$ cat config.mk
export PLATFORM = sky130hd
export DESIGN_NAME = mem_port_arbiter_flat
export DESIGN_NICKNAME = d
export VERILOG_FILES = /design/src/rtl/mem_port_arbiter_if.sv /design/src/rtl/mem_port_arbiter.sv /design/src/flat_wrapper.sv
export SDC_FILE = /design/constraint.sdc
export NUM_CORES = 1
export LEC_CHECK = 0
export ABC_AREA = 1
export CELL_PAD_IN_SITES_DETAIL_PLACEMENT = 0
export CELL_PAD_IN_SITES_GLOBAL_PLACEMENT = 1
export CORE_MARGIN = 5
export CORE_UTILIZATION = 11
export CTS_BUF_LIST = sky130_fd_sc_hd__clkbuf_2
export DETAILED_ROUTE_END_ITERATION = 8
export PLACE_DENSITY = 0.95
export SYNTH_ARGS = -nofsm -noshare
export SYNTH_HDL_FRONTEND = slang
export SYNTH_SLANG_ARGS = --single-unit
$ cat constraint.sdc
create_clock -name clk1 -period 2.95 [get_ports clk1]
set_input_delay 0.59 -clock clk1 [delete_from_list [all_inputs] [get_ports clk1]]
set_output_delay 0.59 -clock clk1 [all_outputs]
set_load 0.01 [all_outputs]
$ cat src/rtl/mem_port_arbiter_if.sv
// mem_port_arbiter_if: fetch/data request ports and single-port memory bus shared by the arbiter
interface mem_port_arbiter_if #(
  parameter int ADDR_W = 10,
  parameter int DATA_W = 32
);
  logic              if_req;
  logic [ADDR_W-1:0] if_addr;
  logic              if_gnt;
  logic              if_rvalid;
  logic [DATA_W-1:0] if_rdata;
  logic              if_flush;
  logic              d_req;
  logic              d_we;
  logic [ADDR_W-1:0] d_addr;
  logic [DATA_W-1:0] d_wdata;
  logic              d_gnt;
  logic              d_rvalid;
  logic [DATA_W-1:0] d_rdata;
  logic              halt;
  logic              mem_en;
  logic              mem_we;
  logic [ADDR_W-1:0] mem_addr;
  logic [DATA_W-1:0] mem_wdata;
  logic [DATA_W-1:0] mem_rdata;
  modport slave (
    input  if_req, if_addr, if_flush, d_req, d_we, d_addr, d_wdata, halt, mem_rdata,
    output if_gnt, if_rvalid, if_rdata, d_gnt, d_rvalid, d_rdata, mem_en, mem_we, mem_addr, mem_wdata
  );
  modport master (
    output if_req, if_addr, if_flush, d_req, d_we, d_addr, d_wdata, halt, mem_rdata,
    input  if_gnt, if_rvalid, if_rdata, d_gnt, d_rvalid, d_rdata, mem_en, mem_we, mem_addr, mem_wdata
  );
endinterface

$ cat src/rtl/mem_port_arbiter.sv
// mem_port_arbiter: shares one single-port memory between fetch and data ports, data first.
// Define MEM_ARB_STARVE_GUARD_EN to force a fetch after STARVE_MAX consecutive data wins.
module mem_port_arbiter #(
  parameter int ADDR_W     = 10,
  parameter int DATA_W     = 32,
  parameter int STARVE_MAX = 4
) (
  input logic               clk1,
  input logic               rst,
  mem_port_arbiter_if.slave bus
);
  typedef enum logic [2:0] {IDLE, ACC_IF, ACC_D, RESP_IF, RESP_D} state_t;
  state_t r_state;
  state_t w_next;
  state_t w_pick;
  logic   r_flushed;
  logic   w_arb;
  logic   w_force;
  logic   w_gi;
  logic   w_gd;
  logic   w_iv;
  logic   w_dv;
  // reads occupy the port for the following response cycle; stores free it at once
  always_comb begin
    w_arb  = r_state == IDLE || r_state == RESP_IF || r_state == RESP_D || (r_state == ACC_D && bus.d_we);
    w_pick = bus.halt ? IDLE : (bus.d_req && !w_force) ? ACC_D : bus.if_req ? ACC_IF : IDLE;
    w_next = w_arb ? w_pick : (r_state == ACC_IF) ? RESP_IF : RESP_D;
  end
  always_ff @(posedge clk1)
    if (rst) begin
      r_state   <= IDLE;
      r_flushed <= 1'b0;
    end else begin
      r_state   <= w_next;
      r_flushed <= w_gi && bus.if_flush;
    end
  assign w_gi          = r_state == ACC_IF;
  assign w_gd          = r_state == ACC_D;
  assign w_iv          = r_state == RESP_IF && !r_flushed && !bus.if_flush;
  assign w_dv          = r_state == RESP_D;
  assign bus.if_gnt    = w_gi;
  assign bus.d_gnt     = w_gd;
  assign bus.mem_en    = w_gi || w_gd;
  assign bus.mem_we    = w_gd && bus.d_we;
  assign bus.mem_addr  = w_gi ? bus.if_addr : w_gd ? bus.d_addr : {ADDR_W{1'b0}};
  assign bus.mem_wdata = w_gd ? bus.d_wdata : {DATA_W{1'b0}};
  assign bus.if_rvalid = w_iv;
  assign bus.if_rdata  = w_iv ? bus.mem_rdata : {DATA_W{1'b0}};
  assign bus.d_rvalid  = w_dv;
  assign bus.d_rdata   = w_dv ? bus.mem_rdata : {DATA_W{1'b0}};
`ifdef MEM_ARB_STARVE_GUARD_EN
  localparam int CW = $clog2(STARVE_MAX + 1);
  localparam logic [CW-1:0] SMAX = CW'(STARVE_MAX);
  logic [CW-1:0] r_starve;
  assign w_force = bus.if_req && r_starve == SMAX;
  always_ff @(posedge clk1)
    if (rst || !bus.if_req || w_next == ACC_IF) r_starve <= '0;
    else if (w_next == ACC_D && r_starve != SMAX) r_starve <= r_starve + 1'b1;
`else
  assign w_force = 1'b0;
  if (STARVE_MAX < 1) begin : g_no_guard
  end
`endif
endmodule

$ cat src/flat_wrapper.sv
// flat-port wrapper written by rule: the top's interface ports become plain ports
module mem_port_arbiter_flat 
#(
  parameter int ADDR_W     = 10,
  parameter int DATA_W     = 32,
  parameter int STARVE_MAX = 4
)
  (clk1, rst, bus_if_req, bus_if_addr, bus_if_flush, bus_d_req, bus_d_we, bus_d_addr, bus_d_wdata, bus_halt, bus_mem_rdata, bus_if_gnt, bus_if_rvalid, bus_if_rdata, bus_d_gnt, bus_d_rvalid, bus_d_rdata, bus_mem_en, bus_mem_we, bus_mem_addr, bus_mem_wdata);
  mem_port_arbiter_if #(.ADDR_W(ADDR_W), .DATA_W(DATA_W)) bus_i ();
  input logic clk1;
  input logic rst;
  input wire logic [$bits(bus_i.if_req)-1:0] bus_if_req;
  input wire logic [$bits(bus_i.if_addr)-1:0] bus_if_addr;
  input wire logic [$bits(bus_i.if_flush)-1:0] bus_if_flush;
  input wire logic [$bits(bus_i.d_req)-1:0] bus_d_req;
  input wire logic [$bits(bus_i.d_we)-1:0] bus_d_we;
  input wire logic [$bits(bus_i.d_addr)-1:0] bus_d_addr;
  input wire logic [$bits(bus_i.d_wdata)-1:0] bus_d_wdata;
  input wire logic [$bits(bus_i.halt)-1:0] bus_halt;
  input wire logic [$bits(bus_i.mem_rdata)-1:0] bus_mem_rdata;
  output wire logic [$bits(bus_i.if_gnt)-1:0] bus_if_gnt;
  output wire logic [$bits(bus_i.if_rvalid)-1:0] bus_if_rvalid;
  output wire logic [$bits(bus_i.if_rdata)-1:0] bus_if_rdata;
  output wire logic [$bits(bus_i.d_gnt)-1:0] bus_d_gnt;
  output wire logic [$bits(bus_i.d_rvalid)-1:0] bus_d_rvalid;
  output wire logic [$bits(bus_i.d_rdata)-1:0] bus_d_rdata;
  output wire logic [$bits(bus_i.mem_en)-1:0] bus_mem_en;
  output wire logic [$bits(bus_i.mem_we)-1:0] bus_mem_we;
  output wire logic [$bits(bus_i.mem_addr)-1:0] bus_mem_addr;
  output wire logic [$bits(bus_i.mem_wdata)-1:0] bus_mem_wdata;
  assign bus_i.if_req = bus_if_req;
  assign bus_i.if_addr = bus_if_addr;
  assign bus_i.if_flush = bus_if_flush;
  assign bus_i.d_req = bus_d_req;
  assign bus_i.d_we = bus_d_we;
  assign bus_i.d_addr = bus_d_addr;
  assign bus_i.d_wdata = bus_d_wdata;
  assign bus_i.halt = bus_halt;
  assign bus_i.mem_rdata = bus_mem_rdata;
  assign bus_if_gnt = bus_i.if_gnt;
  assign bus_if_rvalid = bus_i.if_rvalid;
  assign bus_if_rdata = bus_i.if_rdata;
  assign bus_d_gnt = bus_i.d_gnt;
  assign bus_d_rvalid = bus_i.d_rvalid;
  assign bus_d_rdata = bus_i.d_rdata;
  assign bus_mem_en = bus_i.mem_en;
  assign bus_mem_we = bus_i.mem_we;
  assign bus_mem_addr = bus_i.mem_addr;
  assign bus_mem_wdata = bus_i.mem_wdata;
  mem_port_arbiter #(.ADDR_W(ADDR_W), .DATA_W(DATA_W), .STARVE_MAX(STARVE_MAX)) u_core (.clk1(clk1), .rst(rst), .bus(bus_i));
endmodule
==> results.txt <==
The clock latency reported for the late side of the worst-skew pair is 200 ps. The total overflow reported by the global router is 0. IR analysis of the VDD net gives a maximum drop of 44.88 uV.

Summed over all nets, the switching power comes to 0.1498 mW. The number of global-route vias before repair came out at 2123. The share of cells above drive strength 1 came out at 0.1007. After synthesis, the cell types taking the most area are sky130_fd_sc_hd__nor2_1, sky130_fd_sc_hd__inv_1, sky130_fd_sc_hd__nor2_2, sky130_fd_sc_hd__nand2_1, sky130_fd_sc_hd__dfxtp_1. The tightest min-delay check is of the reg -> reg type.

The data arrival time of the worst path is 2050 ps. The area share of the leading cell type in the synthesized netlist came out at 0.2506. The completed layout was analyzed and its total power is 0.4352 mW. The flow ran to the end, and the final reports show no timing, DRC or antenna violations.

The ratio of total power to cell area is 133.4 nW/um^2. The actual transition at the worst max-transition pin is 341.0 ps. The maximum clock frequency came out at 379.0 MHz.

The post-synth net total came out at 330. The final worst-path cycle share is 0.8944. The synthesized design spends more area on one cell type than any other, namely sky130_fd_sc_hd__nor2_1.

The post-layout utilization of the core came out at 0.3354. The number of design rule violations left after detail routing came out at 0. The endpoint type of the worst setup path is a primary output. The final instance area came out at 3263 um^2. The core region is 9729 um^2. The sequential power share is 0.137. The register area share after synthesis came out at 0.07323.

TritonCTS built the clock tree. The worst path in the final design needs a cycle of 2638 ps, including I/O delays and setup. The final layout contains 530 nets.

The number of max-slew violations in the final report is 0. The post-synthesis cell type count is 13. Counting flops and latches in the post-synthesis netlist gives 4. The largest fanout on the critical path is 33. The number of placed I/O pins is 203.

After clock tree synthesis, the flow added hold-fix buffers numbering 0. The first global-routing pass estimated 9.294 mm of wire. The detailed-router iteration count before antenna repair came out at 4. The setup TNS came out at 0 ps. The most common cell after layout, fill and taps aside is sky130_fd_sc_hd__clkdlybuf4s50_1. Wires add up to 6.179 mm. The type of the worst setup path is in -> out. The share of power burned in combinational logic is 0.749. The die extent in y is 109.7 um.

The number of buffers inserted to repair setup after CTS came out at 0. After synthesis the cells add up to 1094 um^2. The number of gates resized after CTS was 0.

The leakage power total came out at 1.548 nW. In this run the number of H-tree levels came out at 1. The count of final hold-check violations came out at 0. The number of instances in the synthesized netlist came out at 239. The ratio of routed vias to standard cells is 3.565. Data on the critical path is required at its endpoint by 2360 ps. The area of the die came out at 12040 um^2. The launching element type of the critical path is an input pin. The detailed placer's ending HPWL came out at 5.655 mm. The total placed instance area is 3248 um^2.

The routability-driven placement congestion ratio came out at 0.7453. The relative slew slack came out at 0.7724. Port buffering added 202 buffers. Between clock sinks in the finished design, the worst skew comes to 6.354 ps. The per-cell routed wire length came out at 10.84 um.

The DRC violation total after the first TritonRoute iteration is 102. Once detail routing completed, the nets flagged for antenna violations numbered 0. The clock-pin slew of the registers on the worst-case setup and hold paths came out at 50 ps. The total of max-cap violations came out at 0. CTS placed an instance of sky130_fd_sc_hd__clkbuf_2 at the clock tree root. The initial cell density of the core is 0.1124.

The top cell types in the final layout, fill and taps aside, are sky130_fd_sc_hd__clkdlybuf4s50_1, sky130_fd_sc_hd__nor2_1, sky130_fd_sc_hd__inv_1, sky130_fd_sc_hd__nand2_1, sky130_fd_sc_hd__nor2_2. A synthesized cell averages 4.576 um^2. In the global route stage, overall resource usage came out at 0.09826.

The number of buffers on the longest clock path is 2. The site row count is 36. The number of antenna diodes is 0.

The die extent in x is 109.7 um. The cell-internal power is 0.2854 mW. Of the total power, the share spent switching nets is 0.3443. During synthesis, Yosys emitted a total of 0 warnings.

The clock sink count came out at 4. The total vias in the final route is 2032. The share of total power dissipated in the clock network is 0.113. The number of setup violations in the final report came out at 0. The initial antenna violation count is 0. Setup repair after global routing left no endpoint under its margin. From synthesis to final layout, the design area changed by 198.4%.

The pin count of the biggest net entering global routing is 34. The clock buffer count from CTS came out at 3.
## synth_stat cells
| cell | n |
|---|---|
| sky130_fd_sc_hd__nor2_2 | 31 |
| sky130_fd_sc_hd__nor2_1 | 73 |
| sky130_fd_sc_hd__nor3_1 | 2 |
| sky130_fd_sc_hd__buf_2 | 7 |
| sky130_fd_sc_hd__dfxtp_1 | 4 |
| sky130_fd_sc_hd__inv_2 | 3 |
| sky130_fd_sc_hd__o21ai_0 | 1 |
| sky130_fd_sc_hd__inv_1 | 72 |
| sky130_fd_sc_hd__buf_4 | 1 |
| sky130_fd_sc_hd__buf_6 | 3 |
| sky130_fd_sc_hd__nand2_1 | 39 |
| sky130_fd_sc_hd__nand3_2 | 2 |
| sky130_fd_sc_hd__nand2_2 | 1 |
## final timing paths
check,depth (start not counted),endpoint,start,slack [ps]
worst max-delay path,6,bus_if_rdata[27],bus_if_flush,310
worst min register to register,3,u_core.r_flushed$_SDFF_PP0_,u_core.r_state[2]$_SDFF_PP0_,640
worst max register to register,5,u_core.r_state[0]$_SDFF_PP0_,u_core.r_state[1]$_SDFF_PP0_,1920
worst min-delay path,3,u_core.r_flushed$_SDFF_PP0_,u_core.r_state[2]$_SDFF_PP0_,640
## routing by layer
layer	share of wire	wire length [um]	vias to the layer above	GRT usage
met1	0.33	2065	850	0.09056
met2	0.47	2908	147	0.1818
met5	0	0	-	0
met3	0.19	1164	2	0.06166
met4	0.0065	40	0	0.02226
li1	-	-	1033	-
## worst max-delay path, cell delays in order
cell                              delay (ps)
sky130_fd_sc_hd__clkdlybuf4s50_1         400
sky130_fd_sc_hd__inv_1                    90
sky130_fd_sc_hd__nand3_2                 100
sky130_fd_sc_hd__buf_12                  190
sky130_fd_sc_hd__nor2_2                  100
sky130_fd_sc_hd__clkdlybuf4s50_1         560
## metrics by stage
step                      std cells  setup slack [ps]  hold slack, ps
after floorplan                 239              1267           568.0
after global placement          567             328.9           612.6
after detailed placement        567             297.3           645.3
after CTS                       570             290.0           651.3
after global routing            570             213.0           685.2
final                           570             311.5           639.8
## state kept, by name, summed over array words and instances (netlist names)
register          cells
u_core.r_state        3
u_core.r_flushed      1
## cells by family after synthesis
| logic type | synth area share |
|---|---|
| AO/OA/AOI/OAI | 0.004572 |
| buffers and inverters | 0.3272 |
| flip-flops | 0.07323 |
| AND/OR/NAND/NOR | 0.5950 |
## layout make-up
type                       count  area, um^2
clock buffer                   3       15.01
fill                        1040        6466
inverter                      75       281.5
multi-input combinational    149       655.6
sequential                     4       80.08
tap                          133       166.4
timing repair buffer         206        2064
## power groups by stage
stage	clock, mW	sequential [mW]	combinational, mW
floorplan	0	0.0601	0.105
global placement	0	0.0603	0.327
detailed placement	0	0.0607	0.332
CTS	0.0525	0.0597	0.333
global route	0.0593	0.0598	0.357
finish	0.0493	0.0597	0.326
Power figures use the tool's default switching activity.
